File: config.mk
export PLATFORM = sky130hd
export DESIGN_NAME = bft_stream_tx_flat
export DESIGN_NICKNAME = d
export VERILOG_FILES = /design/src/rtl/bft_stream_tx_if.sv /design/src/rtl/bft_stream_tx.sv /design/src/flat_wrapper.sv
export SDC_FILE = /design/constraint.sdc
export NUM_CORES = 1
export LEC_CHECK = 0
export BUFFER_PORTS_ARGS = -buffer_cell sky130_fd_sc_hd__buf_2
export CORE_MARGIN = 2
export CORE_UTILIZATION = 37
export DETAILED_ROUTE_END_ITERATION = 7
export HOLD_SLACK_MARGIN = 0.03
export PLACE_DENSITY_LB_ADDON = 0.12
export SKIP_LAST_GASP = 1
export SLEW_MARGIN = 30
export SYNTH_ARGS = -nofsm -noshare
export SYNTH_HDL_FRONTEND = slang
export SYNTH_SLANG_ARGS = --single-unit
File: constraint.sdc
create_clock -name clk -period 1.8 [get_ports clk]
set_input_delay 0 -clock clk [delete_from_list [all_inputs] [get_ports clk]]
set_output_delay 0 -clock clk [all_outputs]
set_load 0.01 [all_outputs]
File: src/rtl/bft_stream_tx_if.sv
// bft_stream_tx_if -- 32-bit AXI-stream style handshake between a stream
// producer and the BFT transmit packetizer.
//
// Signals:
//   tdata  : stream payload
//   tvalid : producer has a beat on tdata
//   tready : packetizer can accept the beat this cycle
//
// Modports:
//   master : producer side (drives tdata/tvalid, observes tready)
//   slave  : packetizer side (observes tdata/tvalid, drives tready)

interface bft_stream_tx_if #(
   parameter int unsigned DATA_BITS = 32
) ();

   logic [DATA_BITS-1:0] tdata;
   logic                 tvalid;
   logic                 tready;

   modport master (
      output tdata,
      output tvalid,
      input  tready
   );

   modport slave (
      input  tdata,
      input  tvalid,
      output tready
   );

endinterface

File: src/rtl/bft_stream_tx.sv
// bft_stream_tx -- source-side packetizer for the BFT network.
//
// Turns a 32-bit stream into 49-bit BFT data packets aimed at one input port
// of a destination leaf, and enforces the credit protocol of that leaf's
// receive buffer: one credit per packet sent, FREESPACE_UPDATE_SIZE credits
// regained per freespace-update packet returned by the destination.
//
// Packet layout: [48] valid | [47:44] leaf | [43:40] port | [39:33] addr |
//                [32] freespace flag (0 = data) | [31:0] payload
//
// Ports:
//   clk, reset        : clock, synchronous active-high reset
//   cfg_dest_leaf     : destination leaf, sampled per packet
//   cfg_dest_port     : destination input port (0 is reserved -> stall)
//   din               : stream input (slave side of bft_stream_tx_if)
//   din_leaf_bft2tx   : packets from the network (only updates consumed)
//   dout_leaf_tx2bft  : registered packets to the network, all-zero = idle
//   credit_count      : current credits, 0..2^NUM_BRAM_ADDR_BITS

module bft_stream_tx #(
   parameter int unsigned PACKET_BITS           = 49,
   parameter int unsigned PAYLOAD_BITS          = 32,
   parameter int unsigned NUM_LEAF_BITS         = 4,
   parameter int unsigned NUM_PORT_BITS         = 4,
   parameter int unsigned NUM_ADDR_BITS         = 7,
   parameter int unsigned NUM_BRAM_ADDR_BITS    = 7,
   parameter int unsigned FREESPACE_UPDATE_SIZE = 64,
   parameter int unsigned SRC_LEAF              = 0
) (
   input  logic                          clk,
   input  logic                          reset,
   input  logic [NUM_LEAF_BITS-1:0]      cfg_dest_leaf,
   input  logic [NUM_PORT_BITS-1:0]      cfg_dest_port,
   bft_stream_tx_if.slave                din,
   input  logic [PACKET_BITS-1:0]        din_leaf_bft2tx,
   output logic [PACKET_BITS-1:0]        dout_leaf_tx2bft,
   output logic [NUM_BRAM_ADDR_BITS:0]   credit_count
);

   localparam int unsigned CREDIT_BITS = NUM_BRAM_ADDR_BITS + 1;

   // Field positions, derived top-down from the valid bit.
   localparam int unsigned VALID_BIT = PACKET_BITS - 1;
   localparam int unsigned LEAF_LSB  = VALID_BIT - NUM_LEAF_BITS;
   localparam int unsigned PORT_LSB  = LEAF_LSB - NUM_PORT_BITS;
   localparam int unsigned FLAG_BIT  = PAYLOAD_BITS;

   localparam logic [CREDIT_BITS-1:0] CREDIT_INIT =
      CREDIT_BITS'(1 << NUM_BRAM_ADDR_BITS);
   localparam logic [CREDIT_BITS:0]   CREDIT_MAX_W =
      (CREDIT_BITS+1)'(1 << NUM_BRAM_ADDR_BITS);
   localparam logic [CREDIT_BITS:0]   UPDATE_INC =
      (CREDIT_BITS+1)'(FREESPACE_UPDATE_SIZE);

   typedef enum logic [1:0] {
      S_INIT,
      S_RUN,
      S_STALL
   } state_t;

   state_t                   r_state;
   logic [CREDIT_BITS-1:0]   r_credit;
   logic [NUM_ADDR_BITS-1:0] r_addr;
   logic [PACKET_BITS-1:0]   r_dout;

   logic                     w_tready;
   logic                     w_accept;
   logic                     w_update;
   logic [CREDIT_BITS:0]     w_credit_sum;
   logic [CREDIT_BITS-1:0]   w_credit_next;
   logic                     w_unused_rx;

   // Ready depends only on registered state/credit plus the static port
   // configuration, never on tvalid.
   always_comb begin
      w_tready = (r_state == S_RUN) && (r_credit != '0) && (cfg_dest_port != '0);
      w_accept = din.tvalid && w_tready;
   end

   always_comb begin
      w_update = din_leaf_bft2tx[VALID_BIT]
              && (din_leaf_bft2tx[VALID_BIT-1:LEAF_LSB] == NUM_LEAF_BITS'(SRC_LEAF))
              && (din_leaf_bft2tx[LEAF_LSB-1:PORT_LSB] == '0)
              && din_leaf_bft2tx[FLAG_BIT];
   end

   // One extra bit of headroom so a send and an update in the same cycle are
   // summed before saturating at the buffer depth.
   always_comb begin
      w_credit_sum = {1'b0, r_credit};
      if (w_update)
         w_credit_sum = w_credit_sum + UPDATE_INC;
      if (w_accept)
         w_credit_sum = w_credit_sum - 1'b1;
      if (w_credit_sum > CREDIT_MAX_W)
         w_credit_next = CREDIT_INIT;
      else
         w_credit_next = w_credit_sum[CREDIT_BITS-1:0];
   end

   // Address/payload bits of incoming packets carry no meaning here.
   assign w_unused_rx = ^{din_leaf_bft2tx[PORT_LSB-1:FLAG_BIT+1],
                          din_leaf_bft2tx[FLAG_BIT-1:0]};

   always_ff @(posedge clk) begin
      if (reset) begin
         r_state  <= S_INIT;
         r_credit <= CREDIT_INIT;
         r_addr   <= '0;
         r_dout   <= '0;
      end else begin
         r_credit <= w_credit_next;
         if (w_accept) begin
            r_dout <= {1'b1, cfg_dest_leaf, cfg_dest_port, r_addr, 1'b0, din.tdata};
            r_addr <= r_addr + 1'b1;
         end else begin
            r_dout <= '0;
         end
         case (r_state)
            S_INIT:  r_state <= S_RUN;
            default: r_state <= (w_credit_next == '0) ? S_STALL : S_RUN;
         endcase
      end
   end

   assign din.tready       = w_tready;
   assign dout_leaf_tx2bft = r_dout;
   assign credit_count     = r_credit;

endmodule

File: src/flat_wrapper.sv
// flat-port wrapper written by rule: the top's interface ports become plain ports
module bft_stream_tx_flat 
#(
   parameter int unsigned PACKET_BITS           = 49,
   parameter int unsigned PAYLOAD_BITS          = 32,
   parameter int unsigned NUM_LEAF_BITS         = 4,
   parameter int unsigned NUM_PORT_BITS         = 4,
   parameter int unsigned NUM_ADDR_BITS         = 7,
   parameter int unsigned NUM_BRAM_ADDR_BITS    = 7,
   parameter int unsigned FREESPACE_UPDATE_SIZE = 64,
   parameter int unsigned SRC_LEAF              = 0
)
  (clk, reset, cfg_dest_leaf, cfg_dest_port, din_leaf_bft2tx, dout_leaf_tx2bft, credit_count, din_tdata, din_tvalid, din_tready);
  bft_stream_tx_if #(.DATA_BITS(32)) din_i ();
  input  logic clk;
  input  logic reset;
  input  logic [NUM_LEAF_BITS-1:0] cfg_dest_leaf;
  input  logic [NUM_PORT_BITS-1:0] cfg_dest_port;
  input  logic [PACKET_BITS-1:0] din_leaf_bft2tx;
  output logic [PACKET_BITS-1:0] dout_leaf_tx2bft;
  output logic [NUM_BRAM_ADDR_BITS:0] credit_count;
  input wire logic [$bits(din_i.tdata)-1:0] din_tdata;
  input wire logic [$bits(din_i.tvalid)-1:0] din_tvalid;
  output wire logic [$bits(din_i.tready)-1:0] din_tready;
  assign din_i.tdata = din_tdata;
  assign din_i.tvalid = din_tvalid;
  assign din_tready = din_i.tready;
  bft_stream_tx #(.PACKET_BITS(PACKET_BITS), .PAYLOAD_BITS(PAYLOAD_BITS), .NUM_LEAF_BITS(NUM_LEAF_BITS), .NUM_PORT_BITS(NUM_PORT_BITS), .NUM_ADDR_BITS(NUM_ADDR_BITS), .NUM_BRAM_ADDR_BITS(NUM_BRAM_ADDR_BITS), .FREESPACE_UPDATE_SIZE(FREESPACE_UPDATE_SIZE), .SRC_LEAF(SRC_LEAF)) u_core (.clk(clk), .reset(reset), .cfg_dest_leaf(cfg_dest_leaf), .cfg_dest_port(cfg_dest_port), .din(din_i), .din_leaf_bft2tx(din_leaf_bft2tx), .dout_leaf_tx2bft(dout_leaf_tx2bft), .credit_count(credit_count));
endmodule
==> reports/qor.tcl, run 1 <==
set qor(row_count) 28
set qor(mappedNetlistArea_um2) 2260
set qor(final.setup.tns_ns) -4.97
set qor(worst_ir_drop_vdd_v) 0.000625
set qor(synth_top_area_cell) {sky130_fd_sc_hd__dfxtp_1}
set qor(final_layout_size_suffix_gt1_share_pct) 47.4
set qor(synthesis.yosys.warnings) 0
set qor(clk-insertion-delay-late_ns) 0.32
set qor(utilization_pct) 68.2
set qor(critPathLaunch) {u_core.credit_count[3]}
set qor(layout_worst_path_cycle_share_pct) 110
set qor(cts.reportedPaths.clkPinSlew_ns) 0.07
set qor(detail_route.vias_per_cell) 4.46
set qor(ys_async_sr_fraction_pct) 0
set qor(groute.usage.overall_pct) 17.4
set qor(grt_antenna_before_repair) 0
set qor(wl_mm) 6.43
set qor(worstSetupEndpointType) {flop}
set qor(clock-root-buffer) {sky130_fd_sc_hd__clkbuf_8}
set qor(fin_skew_ns) 0.00581
set qor(cp_max_fo) 4
set qor(ys_seq_elements) 65
set qor(nets) 503
set qor(cap_violations) 0
set qor(pwr_density_cell_nw_per_um2) 956
set qor(synth-edff-count) 0
set qor(worstHoldStart) {din_tvalid}
set qor(clock_tree.htree_level_count) 3
set qor(sequential_fraction_of_the_synthesis_area_pct) 57.5
set qor(dieArea_um2) 6760
set qor(postSynth.topFlopCell) {sky130_fd_sc_hd__dfxtp_1}
set qor(critPathRequiredTime_ns) 2.06
set qor(die_height_um) 82.2
set qor(drt_iter0_drc) 29
set qor(period_needed_ns) 1.99
set qor(instance_count_of_the_mapped_netlist) 212
set qor(rsz_0062_raised_after_global_routing) {true}
set qor(run_status) {complete, but fails checks}
set qor(failed_checks) {setup timing}
set qor(port_buffer_cells) 109
set qor(vias_in_the_first_global_route) 2010
set qor(die_w_um) 82.2
set qor(largest_net_degree_at_the_start_of_global_routing) 49
set qor(syn-num-nets) 309
set qor(tritoncts.num_buffers) 9
set qor(cp.arrival_ns) 2.25
set qor(r2r_start) {u_core.credit_count[3]}
set qor(final_max_slew_viol_count) 0
set qor(grt_pass1_wl_mm) 8.91
set qor(routed-via-count) 2167
set qor(area_growth_syn_to_layout_pct) 78.2
set qor(hpwlAfterDp_mm) 3.74
set qor(totalPowerFinal_uw) 3860
set qor(final-hold-violation-count) 0
set qor(detail-route-antenna-nets) 0
set qor(path_class) {reg -> reg}
set qor(synth.top_cell.area_share_pct) 57.5
set qor(floorplan.initialDensity_pct) 38.3
set qor(synth_top_cells_by_area) {sky130_fd_sc_hd__dfxtp_1 57%, sky130_fd_sc_hd__and2_1 13%, sky130_fd_sc_hd__nor2_1 3.3%}
set qor(antennaDiodeCount) 0
set qor(clk_path_buf_depth) 2
set qor(detail_route.first_pass.iterations) 4
set qor(syn_avg_cell_area_um2) 10.7
set qor(cts_tree) {done}
set qor(crit_path_start_kind) {flop}
set qor(report.final.setup_viol) 64
set qor(fmax_mhz) 503
set qor(coreArea_um2) 5920
set qor(gp_routability_congestion) 0.836
set qor(pre_cts_slack_ns) -0.166
set qor(io_pins) 150
set qor(post-route-cell-area_um2) 4040
set qor(power.leakage_uw) 0.00196
set qor(grt_remaining_overflow) 0
set qor(synth_cell_types) 41
set qor(hold_path.class) {in -> reg}
set qor(routedWlPerCell_um) 13.2
set qor(placed_area_um2) 3150
set qor(final.setup.worst_slack_ns) -0.186
set qor(drt_drc_violations_left) 0
set qor(clkSinkCount) 65
-- path summary, 6_finish.rpt --
kind,endpoint,slack (ns),depth (start not counted)
worst max register to register,u_core.r_state[1],-0.19,6
worst max-delay path,u_core.r_state[1],-0.19,6
worst min register to register,u_core.dout_leaf_tx2bft[39],0.48,1
worst min-delay path,u_core.credit_count[5],0.17,4
-- through the flow --
step                instances  hold WS, ns
finish                    486        0.175
global placement          420        0.199
detailed placement        420        0.203
global route              486        0.208
floorplan                 212        0.122
CTS                       479     -0.00703
-- sequential cells by signal (all words and copies together), names as in the netlist --
register,flops
u_core.r_addr,7
u_core.dout_leaf_tx2bft,48
u_core.r_state,2
u_core.credit_count,8
-- kinds of logic (layout without fill, tap and decap cells) --
kind of cell	count (synthesis)	count (layout)	synth area share (%)
and+or+nand+nor	101	101	25.6
DFF	65	65	57.5
AOI/OAI and AO/OA	13	13	5.47
xor gates and xnor gates	12	12	4.64
buffers and inverters	12	211	2.49
adders and majority gates	5	5	2.76
muxes	3	3	1.38
other	1	1	0.166
-- cell usage after synthesis (3+ instances only) --
library cell,instances
sky130_fd_sc_hd__dfxtp_1,65
sky130_fd_sc_hd__and2_1,47
sky130_fd_sc_hd__nor2_1,20
sky130_fd_sc_hd__nand2_1,8
sky130_fd_sc_hd__xor2_1,7
sky130_fd_sc_hd__clkbuf_1,6
sky130_fd_sc_hd__ha_1,5
sky130_fd_sc_hd__nand4_1,5
sky130_fd_sc_hd__xnor2_1,5
sky130_fd_sc_hd__inv_1,4
sky130_fd_sc_hd__nand2b_1,3
sky130_fd_sc_hd__nand3_1,3
-- area by class of cell --
type                            instances  area, um^2
Inverter                                4        15.0
Multi-Input combinational cell        135        1030
Clock inverter                          4        73.8
Clock buffer                           12         155
Tap cell                               75        93.8
Fill cell                             476        1890
Timing Repair Buffer                  191        1360
Sequential cell                        65        1320
-- layout by cell type, fill, tap and decap left out, types with 2 or more instances in the layout --
cell type and n:
sky130_fd_sc_hd__buf_2 109, sky130_fd_sc_hd__dfxtp_1 60, sky130_fd_sc_hd__and2_1 47, sky130_fd_sc_hd__dlygate4sd3_1 41, sky130_fd_sc_hd__buf_4 30, sky130_fd_sc_hd__nor2_1 18, sky130_fd_sc_hd__clkbuf_8 11, sky130_fd_sc_hd__buf_6 7
sky130_fd_sc_hd__xor2_1 6, sky130_fd_sc_hd__nand4_1 5, sky130_fd_sc_hd__ha_1 5, sky130_fd_sc_hd__inv_1 4, sky130_fd_sc_hd__nand2_2 4, sky130_fd_sc_hd__nand2_1 4, sky130_fd_sc_hd__nand2b_1 3, sky130_fd_sc_hd__xnor2_1 3
sky130_fd_sc_hd__clkbuf_16 3, sky130_fd_sc_hd__dfxtp_4 3, sky130_fd_sc_hd__or4_1 2, sky130_fd_sc_hd__nor4_1 2, sky130_fd_sc_hd__mux2i_1 2, sky130_fd_sc_hd__o21ai_0 2, sky130_fd_sc_hd__nand3_2 2, sky130_fd_sc_hd__xnor2_2 2
sky130_fd_sc_hd__bufinv_16 2, sky130_fd_sc_hd__dfxtp_2 2
-- per-layer routing --
metal  vias to the layer above  wire, um  global-route usage, %
met5                         -         0                      0
met4                         0        56                   7.00
met3                         6       479                   4.35
met2                        68      3320                   32.3
met1                      1004      2580                   18.8
li1                       1089         -                      -
-- what timing repair did --
action / 4_1_cts / 5_1_grt
pin swaps: 14 / 11
buffers inserted: 3 / 3
endpoints found under the hold margin: 48 / 2
endpoints found under the setup margin: 63 / 63
resized for setup: 17 / 11
hold buffers: 40 / 1
gates cloned: 0 / 3
-- worst max-delay path, stage by stage, from the launching register on --
cell	delay (ns)
sky130_fd_sc_hd__dfxtp_4	0.36
sky130_fd_sc_hd__or4_4	0.57
sky130_fd_sc_hd__o2111ai_4	0.28
sky130_fd_sc_hd__nand2_2	0.10
sky130_fd_sc_hd__a2111oi_4	0.34
sky130_fd_sc_hd__nand3_2	0.10
sky130_fd_sc_hd__nor3b_2	0.17
-- power by group --
group / total [uW] / internal, uW / switching, uW
logic: 900 / 507 / 393
clock network: 1410 / 860 / 546
registers: 1550 / 1510 / 37.5
total: 3860 / 2880 / 977
Power figures use the tool's default switching activity.
==> inputs of run 2 (changes only) <==
--- a/config.mk
+++ b/config.mk
@@ -10,7 +10,7 @@
 export CORE_UTILIZATION = 37
 export DETAILED_ROUTE_END_ITERATION = 7
 export HOLD_SLACK_MARGIN = 0.03
-export PLACE_DENSITY_LB_ADDON = 0.12
+export PLACE_DENSITY = 0.76
 export SKIP_LAST_GASP = 1
 export SLEW_MARGIN = 30
 export SYNTH_ARGS = -nofsm -noshare
==> run 2 against run 1 <==
Compared with the run above:
- the run still ends with setup timing left
- utilization down 1.9 points
- non-clock buffer count down 1
- critical path type unchanged
- register-to-register slack worse by 0.02 ns
- critical path depth is 1 higher
- global-route usage grew 1.6 points
- clock power barely moved
==> reports/qor.tcl, run 2 (synthesis results as in run 1) <==
set qor(met3_usage_pct) 4.35
set qor(timing.critical_path.buf_inv) 1
set qor(hold-path-endpoint) {u_core.credit_count[5]}
set qor(max_incr_delay_on_cp_ns) 0.50
set qor(global_route.usage.met2_pct) 35.7
set qor(cp_max_fo) 3
set qor(clk_path_buf_depth) 2
set qor(grt_pass1_wl_mm) 9.59
set qor(path_cells) {inv_1 -> ha_1 -> nand2b_1 -> a2111oi_4 -> a31oi_2 -> or4_1 -> o31ai_1}
set qor(vias_in_the_first_global_route) 2124
set qor(routedWlPerCell_um) 13.6
set qor(antennaDiodeCount) 0
set qor(rsz_0062_raised_after_global_routing) {true}
set qor(hold_path.class) {in -> reg}
set qor(row_count) 28
set qor(power.clock.fraction_pct) 36.8
set qor(worst_ir_drop_vdd_v) 0.000544
set qor(final.setup.tns_ns) -3.27
set qor(drt_drc_violations_left) 0
set qor(layout_worst_path_cycle_share_pct) 111
set qor(gp_routability_congestion) 0.897
set qor(layout.cells.non_filler) 485
set qor(r2r_end) {u_core.credit_count[6]}
set qor(layout_commonest_cell) {sky130_fd_sc_hd__buf_2}
set qor(failed_checks) {setup timing}
set qor(detail_route.first_pass.iterations) 5
set qor(grt_remaining_overflow) 0
set qor(number_of_flip_flops_under_the_largest_register_name) 48
set qor(clock_tree.htree_level_count) 3
set qor(detail-route-antenna-nets) 0
set qor(worst_r2r_path_depth) 7
set qor(cap_violations) 0
set qor(power_frac_seq_pct) 40.8
set qor(hpwlAfterDp_mm) 3.95
set qor(fin_skew_ns) 0.0120
set qor(grt_use_met1_pct) 19.9
set qor(groute.usage.overall_pct) 19.0
set qor(nFillCells) 436
set qor(io_pins) 150
set qor(worstHoldStart) {din_tvalid}
set qor(power.internal_uw) 2770
set qor(detail_route.vias_per_cell) 4.55
set qor(area_growth_syn_to_layout_pct) 73.1
set qor(r2r_start) {u_core.credit_count[6]}
set qor(floorplan.initialDensity_pct) 38.3
set qor(final-hold-violation-count) 0
set qor(power.leakage_uw) 0.00191
set qor(tritoncts.num_buffers) 9
set qor(pwr_density_cell_nw_per_um2) 967
set qor(die_w_um) 82.2
set qor(min_path_cells) 4
set qor(pre_cts_slack_ns) -0.195
set qor(routed-via-count) 2207
set qor(port_buffer_cells) 109
set qor(clk-insertion-delay-late_ns) 0.34
set qor(final_layout_size_suffix_gt1_share_pct) 46.8
set qor(utilization_pct) 66.2
set qor(fmax_mhz) 499
set qor(run_status) {complete, but fails checks}
set qor(die_height_um) 82.2
set qor(coreArea_um2) 5920
set qor(global_route.peak_usage_layer) {met2}
set qor(worstSetupEndpointType) {flop}
set qor(period_needed_ns) 2.00
set qor(path_class) {reg -> reg}
set qor(critical-path-top-delay-family) {simple AND/OR/NAND/NOR gates}
set qor(nets) 502
set qor(dieArea_um2) 6760
set qor(most-common-layout-cells) {109 x sky130_fd_sc_hd__buf_2, 60 x sky130_fd_sc_hd__dfxtp_1, 47 x sky130_fd_sc_hd__and2_1}
set qor(r2r_setup_slack_ns) -0.20
set qor(cts.reportedPaths.clkPinSlew_ns) 0.08
set qor(switching_share_pct) 27.0
set qor(cts_tree) {done}
set qor(final_max_slew_viol_count) 0
set qor(power.share.combinational_pct) 22.4
set qor(grt_antenna_before_repair) 0
set qor(clkSinkCount) 65
set qor(clock-root-buffer) {sky130_fd_sc_hd__clkbuf_8}
set qor(largest_net_degree_at_the_start_of_global_routing) 34
set qor(cp.arrival_ns) 2.25
set qor(drt_iter0_drc) 30
set qor(critPathRequiredTime_ns) 2.05
set qor(placedCellCount) 419
set qor(final.setup.worst_slack_ns) -0.202
set qor(slowest_stage) {sky130_fd_sc_hd__or4_1}
set qor(power_switching_uw) 1020
set qor(report.final.setup_viol) 61
set qor(wl_mm) 6.58
set qor(crit_path_start_kind) {flop}
-- run 2: worst max path at each step --
stage               cells past startpoint              startpoint                endpoint
floorplan                               6  u_core.credit_count[2]       u_core.r_state[1]
CTS                                     6  u_core.credit_count[2]       u_core.r_state[1]
global placement                        6  u_core.credit_count[2]       u_core.r_state[1]
detailed placement                      6  u_core.credit_count[2]       u_core.r_state[1]
finish                                  7  u_core.credit_count[6]  u_core.credit_count[6]
global route                            6  u_core.credit_count[2]       u_core.r_state[1]
-- run 2: metal layers --
metal / vias up / routed length [um]
met5: - / 0
met2: 90 / 3450
li1: 1086 / -
met4: 0 / 136
met3: 17 / 518
met1: 1014 / 2470
-- run 2: final cells by class --
| type | count | area, um^2 | share of cell area [%] |
|---|---|---|---|
| sequential | 65 | 1320 | 33.5 |
| timing repair buffer | 190 | 1270 | 32.4 |
| multi-input combinational | 135 | 1000 | 25.6 |
| clock buffer | 9 | 124 | 3.16 |
| clock inverter | 7 | 100 | 2.55 |
| tap | 75 | 93.8 | 2.39 |
| inverter | 4 | 15.0 | 0.383 |
-- run 2: power by group through the flow --
stage          registers (uW)  clock network (uW)  logic [uW]
2_1_floorplan            1620                   0         327
3_3_place_gp             1580                   0         653
3_5_place_dp             1580                   0         667
4_1_cts                  1540                1420         794
5_1_grt                  1550                1490         918
6_report                 1550                1390         849
-- run 2: tightest hold or removal path, cell delays in order --
cell and delay (ns):
sky130_fd_sc_hd__buf_2 0.13, sky130_fd_sc_hd__nand4_1 0.09, sky130_fd_sc_hd__mux2i_1 0.12, sky130_fd_sc_hd__nor2_1 0.10
-- run 2: repair_timing --
item	CTS	global route
setup endpoints to repair	20	62
pin swaps	7	2
resized for setup	11	7
setup buffers	7	2
hold buffers	41	0
endpoints found under the hold margin	49	0
-- run 2: stage by stage --
| step | hold slack (ns) | power (uW) | area [um^2] |
|---|---|---|---|
| after global routing | 0.201 | 3960 | 3920 |
| after detailed placement | 0.202 | 2250 | 3140 |
| after global placement | 0.200 | 2230 | 3140 |
| after floorplan | 0.122 | 1950 | 2310 |
| after CTS | 0.126 | 3760 | 3860 |
| final | 0.146 | 3790 | 3920 |
